## src/rtl/hazard_forward_ctrl.sv

```systemverilog
// hazard_forward_ctrl: decode-stage operand bypass selects, load-use stalls and branch flushes.
// Define HAZ_PERF_CNT_EN to add the saturating stall_cnt_o / flush_cnt_o counters.
module hazard_forward_ctrl #(
    parameter logic [1:0] MEM_DATA     = 2'b10,
    parameter int         STALL_CYCLES = 1,
    parameter int         FLUSH_EXTRA  = 0
) (
    input  logic        clk_i,
    input  logic        reset_i,
    input  logic        id_valid_i,
    input  logic [4:0]  id_rs1_i,
    input  logic [4:0]  id_rs2_i,
    input  logic        id_rs1_used_i,
    input  logic        id_rs2_used_i,
    input  logic        id_we_i,
    input  logic [4:0]  id_rd_i,
    input  logic [1:0]  id_wd_sel_i,
    input  logic        br_taken_i,
    output logic [1:0]  fwd1_src_o,
    output logic [1:0]  fwd2_src_o,
    output logic        r1_select_o,
    output logic        r2_select_o,
    output logic        stall_o,
    output logic        flush_if_id_o,
    output logic        flush_id_ex_o
`ifdef HAZ_PERF_CNT_EN
    ,
    output logic [31:0] stall_cnt_o,
    output logic [31:0] flush_cnt_o
`endif
);

    typedef struct packed {
        logic       v;
        logic       we;
        logic [4:0] rd;
        logic       ld;
    } rec_t;

    typedef enum logic [1:0] {IDLE, STALL, FLUSH} state_t;

    localparam logic [2:0] STALL_LD = 3'(STALL_CYCLES - 1);
    localparam logic [2:0] FLUSH_LD = 3'(FLUSH_EXTRA);

    rec_t       ex_q, mem_q, wb_q;
    state_t     state_q, state_d;
    logic [2:0] cnt_q, cnt_d;
    logic       hazard;

    function automatic logic hit(rec_t r, logic [4:0] rs, logic used);
        return r.v & r.we & (r.rd == rs) & (rs != 5'd0) & used;
    endfunction

    // A load still in EX has no data yet, so it blocks older matches rather than falling through.
    function automatic logic [1:0] fwd(rec_t e, rec_t m, rec_t w, logic [4:0] rs, logic used);
        return hit(e, rs, used) ? (e.ld ? 2'b00 : 2'b01) :
               hit(m, rs, used) ? 2'b10 :
               hit(w, rs, used) ? 2'b11 : 2'b00;
    endfunction

    assign fwd1_src_o  = id_valid_i ? fwd(ex_q, mem_q, wb_q, id_rs1_i, id_rs1_used_i) : 2'b00;
    assign fwd2_src_o  = id_valid_i ? fwd(ex_q, mem_q, wb_q, id_rs2_i, id_rs2_used_i) : 2'b00;
    assign r1_select_o = |fwd1_src_o;
    assign r2_select_o = |fwd2_src_o;
    assign hazard      = id_valid_i & ex_q.ld &
                         (hit(ex_q, id_rs1_i, id_rs1_used_i) | hit(ex_q, id_rs2_i, id_rs2_used_i));

    always_comb begin
        state_d       = state_q;
        cnt_d         = cnt_q;
        stall_o       = 1'b0;
        flush_if_id_o = 1'b0;
        flush_id_ex_o = 1'b0;
        // A taken branch wins everywhere: starts, aborts a stall, or reloads a flush.
        if (br_taken_i) begin
            flush_if_id_o = 1'b1;
            flush_id_ex_o = 1'b1;
            state_d       = (FLUSH_EXTRA > 0) ? FLUSH : IDLE;
            cnt_d         = (FLUSH_EXTRA > 0) ? FLUSH_LD : 3'd0;
        end else if (state_q == STALL) begin
            stall_o       = 1'b1;
            flush_id_ex_o = 1'b1;
            cnt_d         = cnt_q - 3'd1;
            state_d       = (cnt_q == 3'd1) ? IDLE : STALL;
        end else if (state_q == FLUSH) begin
            flush_if_id_o = 1'b1;
            cnt_d         = cnt_q - 3'd1;
            state_d       = (cnt_q == 3'd1) ? IDLE : FLUSH;
        end else if (hazard) begin
            stall_o       = 1'b1;
            flush_id_ex_o = 1'b1;
            state_d       = (STALL_CYCLES > 1) ? STALL : IDLE;
            cnt_d         = (STALL_CYCLES > 1) ? STALL_LD : 3'd0;
        end
    end

    always_ff @(posedge clk_i) begin
        if (reset_i) begin
            state_q <= IDLE;
            cnt_q   <= 3'd0;
            ex_q    <= '0;
            mem_q   <= '0;
            wb_q    <= '0;
        end else begin
            state_q <= state_d;
            cnt_q   <= cnt_d;
            wb_q    <= mem_q;
            mem_q   <= ex_q;
            ex_q    <= (stall_o | flush_id_ex_o | !id_valid_i) ? '0 :
                       {1'b1, id_we_i, id_rd_i, id_wd_sel_i == MEM_DATA};
        end
    end

`ifdef HAZ_PERF_CNT_EN
    always_ff @(posedge clk_i) begin
        if (reset_i) begin
            stall_cnt_o <= 32'd0;
            flush_cnt_o <= 32'd0;
        end else begin
            if (stall_o && stall_cnt_o != 32'hFFFF_FFFF) stall_cnt_o <= stall_cnt_o + 32'd1;
            if (br_taken_i && flush_cnt_o != 32'hFFFF_FFFF) flush_cnt_o <= flush_cnt_o + 32'd1;
        end
    end
`endif

endmodule

```

## config.mk

```make
export PLATFORM = sky130hd
export DESIGN_NAME = hazard_forward_ctrl
export DESIGN_NICKNAME = d
export VERILOG_FILES = /design/src/rtl/hazard_forward_ctrl.sv
export SDC_FILE = /design/constraint.sdc
export NUM_CORES = 1
export LEC_CHECK = 0
export CAP_MARGIN = 20
export CORE_AREA = 2 2 63 65
export CTS_BUF_LIST = sky130_fd_sc_hd__clkbuf_2
export CTS_CLUSTER_SIZE = 14
export DETAILED_ROUTE_END_ITERATION = 7
export DIE_AREA = 0 0 65 67
export GPL_ROUTABILITY_DRIVEN = 0
export MAX_ROUTING_LAYER = met4
export SLEW_MARGIN = 40
export SYNTH_ARGS = -nofsm -noshare
export SYNTH_HDL_FRONTEND = slang
export SYNTH_SLANG_ARGS = --single-unit
```

## constraint.sdc

```tcl
create_clock -name clk_i -period 2.3 [get_ports clk_i]
set_input_delay 0.23 -clock clk_i [delete_from_list [all_inputs] [get_ports clk_i]]
set_output_delay 0.23 -clock clk_i [all_outputs]
set_load 0.05 [all_outputs]
```

==> run metrics, run 1 <==
outcome finished with violations; violated checks negative setup slack; Pleak ~0.00085 uW; #FFs+latches synth 27; Slew @ Worst Pin about 440 ps; CP Class reg2out; Peak VDD IR around 0.00032 V; relative max-transition margin a little over two thirds; CP delay by family, top simple AND/OR/NAND/NOR gates; final net count 242; cells after synthesis around 160; setup_tns -9.20 ps; Cell variety after synth 35; Die Ht ~67 um; Clk pin slew, worst setup/hold paths approximately 240 ps; via count around 1300; crit-path max cell delay 450 ps; RSZ-0062 raised after global routing true; Buf/Inv on CP 2; Die X about 65 um; pwr dens 370 nW/um^2; largest net degree at the start of global routing 17; Yosys Warn Count 0; Critical Path AT 2080 ps; htree depth 1; drt first pass iters 4; Via density roughly 5.0; Global Route Usage Sum 18.2%; Congestion Overflow GR 0; Max clock buf depth 2; first-pass GRT wire length 5910 um; most common cell after layout, fill and taps aside buf_4; routed wire length between 3000 and 4000 um; kind of start point of the critical path flip-flop; row count 22; Syn-to-layout area delta 54.7%; layout cells sized above 1 between 30% and 40%; max-cap violations 0; DR DRC count 0; DPL Wire Length ~2800 um; I/O Pins 33; worst setup margin -9.20 ps; Ant. Diodes 0; Hold Path Class in2reg; CP endpoint kind output port; count of final setup violators 1; CTS root buffer clkbuf_2; vias in the first global route 1319; Core ar. 3610 um^2; clk_skew 6.41 ps; die area 4360 um^2; sequential area share after synthesis 37.8%; syn avg cell area roughly 9 um^2; number of port buffers 32; Crit-path slowest cell or4_4; DRT iter0 DRCs 22; Synth area leader dfxtp_1; initial core utilization between 30 and 40%; Tmin final between 2000 and 2500 ps; antenna violations before repair 0; Slew Limit Fails 0; antenna-violating nets left 0; CTS tree yes; Yosys top cell area share a little under two fifths; mapped cell area around 1400 um^2; final hold violations 0; Critical Path RT around 2100 ps; CTS Hold Bufs 0; dominant cells by area after synthesis dfxtp_1, xnor2_1, nor2b_1; crit-path cells xnor2_2 > nand4_1 > or4_4 > buf_6 > nor2b_4 > nor3b_4 > buf_12; Place WS -374 ps; Fmax achieved 0.433 GHz; WL/cell 13.7 um; syn_nets roughly 180; TritonCTS Buffers 3; commonest non-fill, non-tap cells in the layout buf_4, xnor2_1, dfxtp_1; insertion delay to the later sink of the worst-skew pair 340 ps; Critical Path Fanout Max 2; Sink Count 27; period utilization 100%
final timing paths:
kind / from / end / slack (ps) / cells past startpoint
hold reg to reg: mem_q[6]$_SDFF_PP0_ / wb_q[6]$_SDFF_PP0_ / 510 / 1
hold / removal: id_rd_i[3] / ex_q[4]$_SDFF_PP0_ / 370 / 3
setup / recovery: wb_q[1]$_SDFF_PP0_ / fwd1_src_o[1] / -9 / 7
setup reg to reg: ex_q[2]$_SDFF_PP0_ / ex_q[1]$_SDFF_PP0_ / 620 / 6
per-layer routing:
layer  vias to the layer above  GRT usage, %  routed length, um  part of all wire (%)
li1                        674             -                  -                     -
met1                       612          22.0               1670                    46
met2                        21          30.2               1780                    49
met3                         4          2.70                101                   2.8
met4                         0          8.51                 55                   1.5
met5                         -             -                  0                     0
power breakdown:
part           switching, uW  internal, uW  total, uW
sequential              8.10           473        481
clock                    132          45.9        178
combinational           69.3          91.0        160
total                    209           610        820
worst reg2reg max path: stages (launching register included):
cell	delay, ps
dfxtp_4	420
xnor2_2	170
nand4_1	210
nor3_4	330
o221a_1	260
buf_4	160
nor2_1	60
stage by stage:
stage               hold WS [ps]  util, %  total power [uW]  instances  instance area [um^2]
global route                 333     61.3               864        263                  2210
finish                       374     61.3               820        263                  2210
detailed placement           475     54.4               634        252                  1960
floorplan                    301        -               548        157                  1440
CTS                          361     58.3               816        260                  2100
global placement             471     54.4               631        252                  1960
layout make-up:
class | instances | area, um^2
tap | 48 | 60.1
timing repair buffer | 58 | 556
multi-input combinational | 123 | 1000
clock buffer | 4 | 20.0
sequential | 27 | 562
fill | 300 | 1390
inverter | 3 | 11.3
what timing repair did:
item / 4_1_cts / 5_1_grt
setup endpoints to repair: 8 / 7
gates cloned: 0 / 0
pin swaps: 15 / 13
gates resized for setup: 37 / 24
setup buffers: 4 / 3
kinds of logic after synthesis:
group | after synthesis | synth area share (%)
compound gates | 18 | 9.19
xor+xnor | 31 | 19.0
fa+ha+maj | 2 | 1.75
buf+inv | 7 | 2.36
flops | 27 | 37.8
simple gates | 72 | 29.9
cells in the mapped netlist:
cell type and instances:
xnor2_1 29, clkbuf_1 3, and3_1 1, nor3_1 3
dfxtp_1 27, a41o_1 2, o211ai_1 2, inv_1 3
o221a_1 1, nand4_1 6, a21oi_1 4, and2_1 1
nand3b_1 3, o21a_1 2, or3b_2 1, nand2_1 5
o21bai_1 1, and2_0 1, o311a_1 1, or3b_1 1
nand2b_1 3, nand3_1 11, xor2_1 2, nor2_1 10
or4_2 1, o21ai_2 2, or4_1 3, ha_1 2
nor3b_1 1, nor3_2 2, nor4_1 3, buf_6 1
nor2b_1 15, nor4b_2 1, o21ai_0 3
flip-flops by register name, indices dropped and copies added (netlist names):
register and flops:
wb_q 7, state_q 2, mem_q 7, ex_q 8, cnt_q 3
(Power assumes the default switching activity.)
==> inputs of run 2 (changes only) <==
--- a/config.mk
+++ b/config.mk
@@ -5,6 +5,7 @@
 export SDC_FILE = /design/constraint.sdc
 export NUM_CORES = 1
 export LEC_CHECK = 0
+export ABC_CLOCK_PERIOD_IN_PS = 2300
 export CAP_MARGIN = 20
 export CORE_AREA = 2 2 63 65
 export CTS_BUF_LIST = sky130_fd_sc_hd__clkbuf_2
@@ -13,6 +14,7 @@
 export DIE_AREA = 0 0 65 67
 export GPL_ROUTABILITY_DRIVEN = 0
 export MAX_ROUTING_LAYER = met4
+export RECOVER_POWER = 100
 export SLEW_MARGIN = 40
 export SYNTH_ARGS = -nofsm -noshare
 export SYNTH_HDL_FRONTEND = slang
==> run metrics, run 2 (synthesis results as in run 1) <==
outcome finished with violations; violated checks negative setup slack; count of final setup violators 1; Die Ht 67 um; relative max-transition margin between 50 and 60%; max-cap violations 0; Congestion Overflow GR 0; crit-path max cell delay 450 ps; final net count approximately 240; Slew @ Worst Pin around 720 ps; Fmax achieved about 0.43 GHz; row count 22; Die X 65 um; period utilization 100%; TritonCTS Buffers 3; Critical Path RT 2070 ps; DRT iter0 DRCs 25; Hold Path Class in2reg; Pleak between 0.0008 and 0.0009 uW; setup_tns -8.72 ps; die area between 4000 and 5000 um^2; Critical Path Fanout Max 2; WHS around 370 ps; Slew Limit Fails 0; Syn-to-layout area delta 54.4%; initial core utilization between 30% and 40%; vias in the first global route between 1000 and 1500; Global Route Usage Sum 18.2%; insertion delay to the later sink of the worst-skew pair ~340 ps; DPL Wire Length 2840 um; antenna-violating nets left 0; Max clock buf depth 2; most common cell after layout, fill and taps aside buf_4; reg2reg path depth 6; crit-path cells xnor2_2 > nand4_1 > or4_4 > buf_6 > nor2b_4 > nor3b_4 > buf_12; WL/cell 13.7 um; via count roughly 1300; drt first pass iters 4; Design Area, Final ~2200 um^2; Crit-path slowest cell or4_4; hold_sp id_rd_i[3]; final hold violations 0; FF-to-FF End ex_q[1]$_SDFF_PP0_; CP endpoint kind output port; CTS tree yes; DR DRC count 0; largest net degree at the start of global routing 17; first-pass GRT wire length between 5000 and 6000 um; Hold EP ex_q[4]$_SDFF_PP0_; Peak VDD IR ~0.00032 V; Sink Count 27; Critical Path AT between 2000 and 2500 ps; CTS Hold Bufs 0; kind of start point of the critical path flip-flop; worst setup margin -8.72 ps; Tmin final 2310 ps; GRT busiest layer met2; CP Class reg2out; CP delay by family, top simple AND/OR/NAND/NOR gates; met3 usage in global routing ~2.7%; I/O Pins 33; placed inst area around 2000 um^2; commonest non-fill, non-tap cells in the layout buf_4, xnor2_1, dfxtp_1; met2 Resource Use GR a little under a third; Worst Hold Path Cells 3; number of port buffers 32; pwr dens 371 nW/um^2; Most flops, register ex_q; Ant. Diodes 0; Clk pin slew, worst setup/hold paths approximately 240 ps; biggest regs ex_q (8), mem_q (7), wb_q (7); clk_skew ~5.7 ps; Via density 4.97; max reg flops 8; RR Startpoint ex_q[2]$_SDFF_PP0_; R2R Setup Slk slightly above 600 ps; antenna violations before repair 0; Place WS -374 ps; total power draw about 820 uW; routed wire length between 3000 and 4000 um; Core ar. 3610 um^2; htree depth 1; fill count 302; M1 GR Usage approximately 22%; Buf/Inv on CP 2; CTS root buffer clkbuf_2; RSZ-0062 raised after global routing true; layout cells sized above 1 around a third
[run 2: final cells by class]
type	instances	area (um^2)	share of cell area (%)
clock buffers	4	20.0	0.907
inverters	3	11.3	0.510
multi-input cells	123	1000	45.4
flip-flops and latches	27	562	25.4
well taps	48	60.1	2.72
repair buffers	58	552	25.0
[run 2: per-layer routing]
| metal | wire length (um) | part of all wire [%] |
|---|---|---|
| met1 | 1650 | 46 |
| met2 | 1790 | 50 |
| met3 | 108 | 3.0 |
| met4 | 55 | 1.5 |
| met5 | 0 | 0 |
[run 2: report_power, final]
part / switching (uW) / leakage, uW / internal, uW
Sequential: 8.12 / 0.000224 / 473
Clock: 132 / 0.0000166 / 45.9
Combinational: 69.2 / 0.000609 / 89.9
[run 2: timing repair]
| action | CTS | global route |
|---|---|---|
| buffers inserted | 4 | 3 |
| setup endpoints to repair | 8 | 7 |
| gates resized for setup | 37 | 24 |
| pin swaps | 15 | 13 |
[run 2: worst register-to-register path: cells and delay by family, from the launching register on]
kind | cells | cell delay, ps
DFF | 1 | 420
AOI/OAI and AO/OA | 1 | 260
and+or+nand+nor | 3 | 600
buffers and inverters | 1 | 170
xor gates and xnor gates | 1 | 170
[run 2: worst max-delay path by stage]
stage                            start            end  slack (ps)  depth (start not counted)
floorplan           wb_q[1]$_SDFF_PP0_  fwd1_src_o[1]          80                          5
global placement           id_rs1_i[1]    r1_select_o        -320                          7
detailed placement         id_rs1_i[1]    r1_select_o        -370                          7
CTS                 wb_q[1]$_SDFF_PP0_  fwd1_src_o[1]        -100                          7
global route        wb_q[1]$_SDFF_PP0_  fwd1_src_o[1]        -120                          7
finish              wb_q[1]$_SDFF_PP0_  fwd1_src_o[1]          -9                          7
[run 2: per-stage QoR]
step                util [%]  instances
floorplan                  -        157
global placement        54.4        252
finish                  61.2        263
global route            61.2        263
detailed placement      54.4        252
CTS                     58.3        260
==> inputs of run 3 (changes only) <==
--- a/config.mk
+++ b/config.mk
@@ -7,11 +7,11 @@
 export LEC_CHECK = 0
 export ABC_CLOCK_PERIOD_IN_PS = 2300
 export CAP_MARGIN = 20
-export CORE_AREA = 2 2 63 65
+export CORE_AREA = 8 8 69 71
 export CTS_BUF_LIST = sky130_fd_sc_hd__clkbuf_2
 export CTS_CLUSTER_SIZE = 14
 export DETAILED_ROUTE_END_ITERATION = 7
-export DIE_AREA = 0 0 65 67
+export DIE_AREA = 0 0 77 79
 export GPL_ROUTABILITY_DRIVEN = 0
 export MAX_ROUTING_LAYER = met4
 export RECOVER_POWER = 100
==> run metrics, run 3 (synthesis results as in run 1) <==
most common cell after layout, fill and taps aside buf_4; number of port buffers 32; htree depth 1; TritonCTS Buffers 3; DRT iter0 DRCs 41; Global Route Usage Sum a little over an eighth; count of final setup violators 1; DR DRC count 0; biggest regs ex_q (8), mem_q (7), wb_q (7); max-cap violations 0; Critical Path AT 2100 ps; Most flops, register ex_q; crit-path max cell delay approximately 440 ps; largest net degree at the start of global routing 17; CTS tree yes; final net count 248; drt first pass iters 4; period utilization 101%; CP delay by family, top simple AND/OR/NAND/NOR gates; first-pass GRT wire length approximately 6400 um; CP endpoint kind output port; antenna violations before repair 0; GRT busiest layer met2; worst setup margin -30.2 ps; M1 GR Usage 15.5%; DPL Wire Length 2990 um; WHS 367 ps; fill count about 340; met3 usage in global routing under 10%; CP Class reg2out; kind of start point of the critical path flip-flop; vias in the first global route 1406; met2 Resource Use GR a little under a quarter; Slew Limit Fails 0; Place WS -295 ps; Fmax achieved around 0.43 GHz; Pleak 0.000896 uW; Syn-to-layout area delta 59.7%; row count 23; antenna-violating nets left 0; max reg flops 8; outcome finished with violations; I/O Pins 33; Ant. Diodes 0; Critical Path Fanout Max 2; Core ar. ~3800 um^2; pwr dens ~360 nW/um^2; Crit-path slowest cell or4_4; insertion delay to the later sink of the worst-skew pair between 300 and 400 ps; Congestion Overflow GR 0; relative max-transition margin 51.0%; Peak VDD IR around 0.00026 V; clk_skew roughly 3.4 ps; Buf/Inv on CP 2; Via density approximately 4.9; Max clock buf depth 2; initial core utilization between 30% and 40%; via count roughly 1300; WL/cell 14.6 um; Clk pin slew, worst setup/hold paths ~230 ps; RSZ-0062 raised after global routing true; die area around 6000 um^2; Critical Path RT slightly above 2000 ps; Die Ht about 80 um; Sink Count 27; Slew @ Worst Pin ~740 ps; violated checks negative setup slack; final hold violations 0; CTS root buffer clkbuf_2; crit-path cells xnor2_1 > nand4_1 > or4_4 > buf_6 > nor2b_4 > nor3b_4 > buf_12; CTS Hold Bufs 0; routed wire length about 4000 um; Tmin final approximately 2300 ps; Hold Path Class in2reg; commonest non-fill, non-tap cells in the layout buf_4, xnor2_1, dfxtp_1; layout cells sized above 1 approximately two fifths; Die X 77 um
run 3: per-stage QoR:
| step | instances | TNS [ps] | instance area, um^2 | utilization (%) | total power, uW |
|---|---|---|---|---|---|
| floorplan | 157 | 0 | 1440 | - | 548 |
| global placement | 255 | -1140 | 1970 | 51.9 | 637 |
| detailed placement | 255 | -1470 | 1970 | 51.9 | 639 |
| CTS | 266 | -180 | 2150 | 56.6 | 826 |
| global route | 271 | -636 | 2280 | 60.1 | 873 |
| finish | 271 | -30.2 | 2280 | 60.1 | 829 |
run 3: routing by layer:
layer	wire length, um	part of all wire, %
met5	0	0
met4	33	0.83
met3	114	2.9
met2	2010	51
met1	1810	46
run 3: path summary, 6_finish.rpt:
| path | from | endpoint | slack [ps] | cells past startpoint |
|---|---|---|---|---|
| worst max register to register | ex_q[5]$_SDFF_PP0_ | cnt_q[2]$_SDFFE_PP0P_ | 490 | 9 |
| worst min register to register | mem_q[6]$_SDFF_PP0_ | wb_q[6]$_SDFF_PP0_ | 500 | 1 |
| worst max-delay path | wb_q[1]$_SDFF_PP0_ | fwd1_src_o[1] | -30 | 7 |
| worst min-delay path | id_rd_i[4] | ex_q[5]$_SDFF_PP0_ | 370 | 3 |
run 3: area by class of cell:
| type | count | area [um^2] | share of cell area (%) |
|---|---|---|---|
| Inverter | 3 | 11.3 | 0.493 |
| Clock buffer | 4 | 20.0 | 0.877 |
| Tap cell | 50 | 62.6 | 2.74 |
| Sequential cell | 27 | 553 | 24.2 |
| Timing Repair Buffer | 64 | 592 | 25.9 |
| Multi-Input combinational cell | 123 | 1040 | 45.8 |
run 3: power by group:
part	switching, uW	total, uW	internal, uW
logic	72.7	164	90.9
clock network	136	182	45.9
registers	7.40	483	476
total	216	829	613
run 3: repair_timing:
item | CTS | global route
buffers inserted | 7 | 5
gates resized for setup | 48 | 22
pin swaps | 19 | 18
setup endpoints to repair | 8 | 8
run 3: tightest hold or removal path: cells and delay by family:
kind / cells / cell delay, ps
simple gates: 2 / 90
buf+inv: 1 / 390
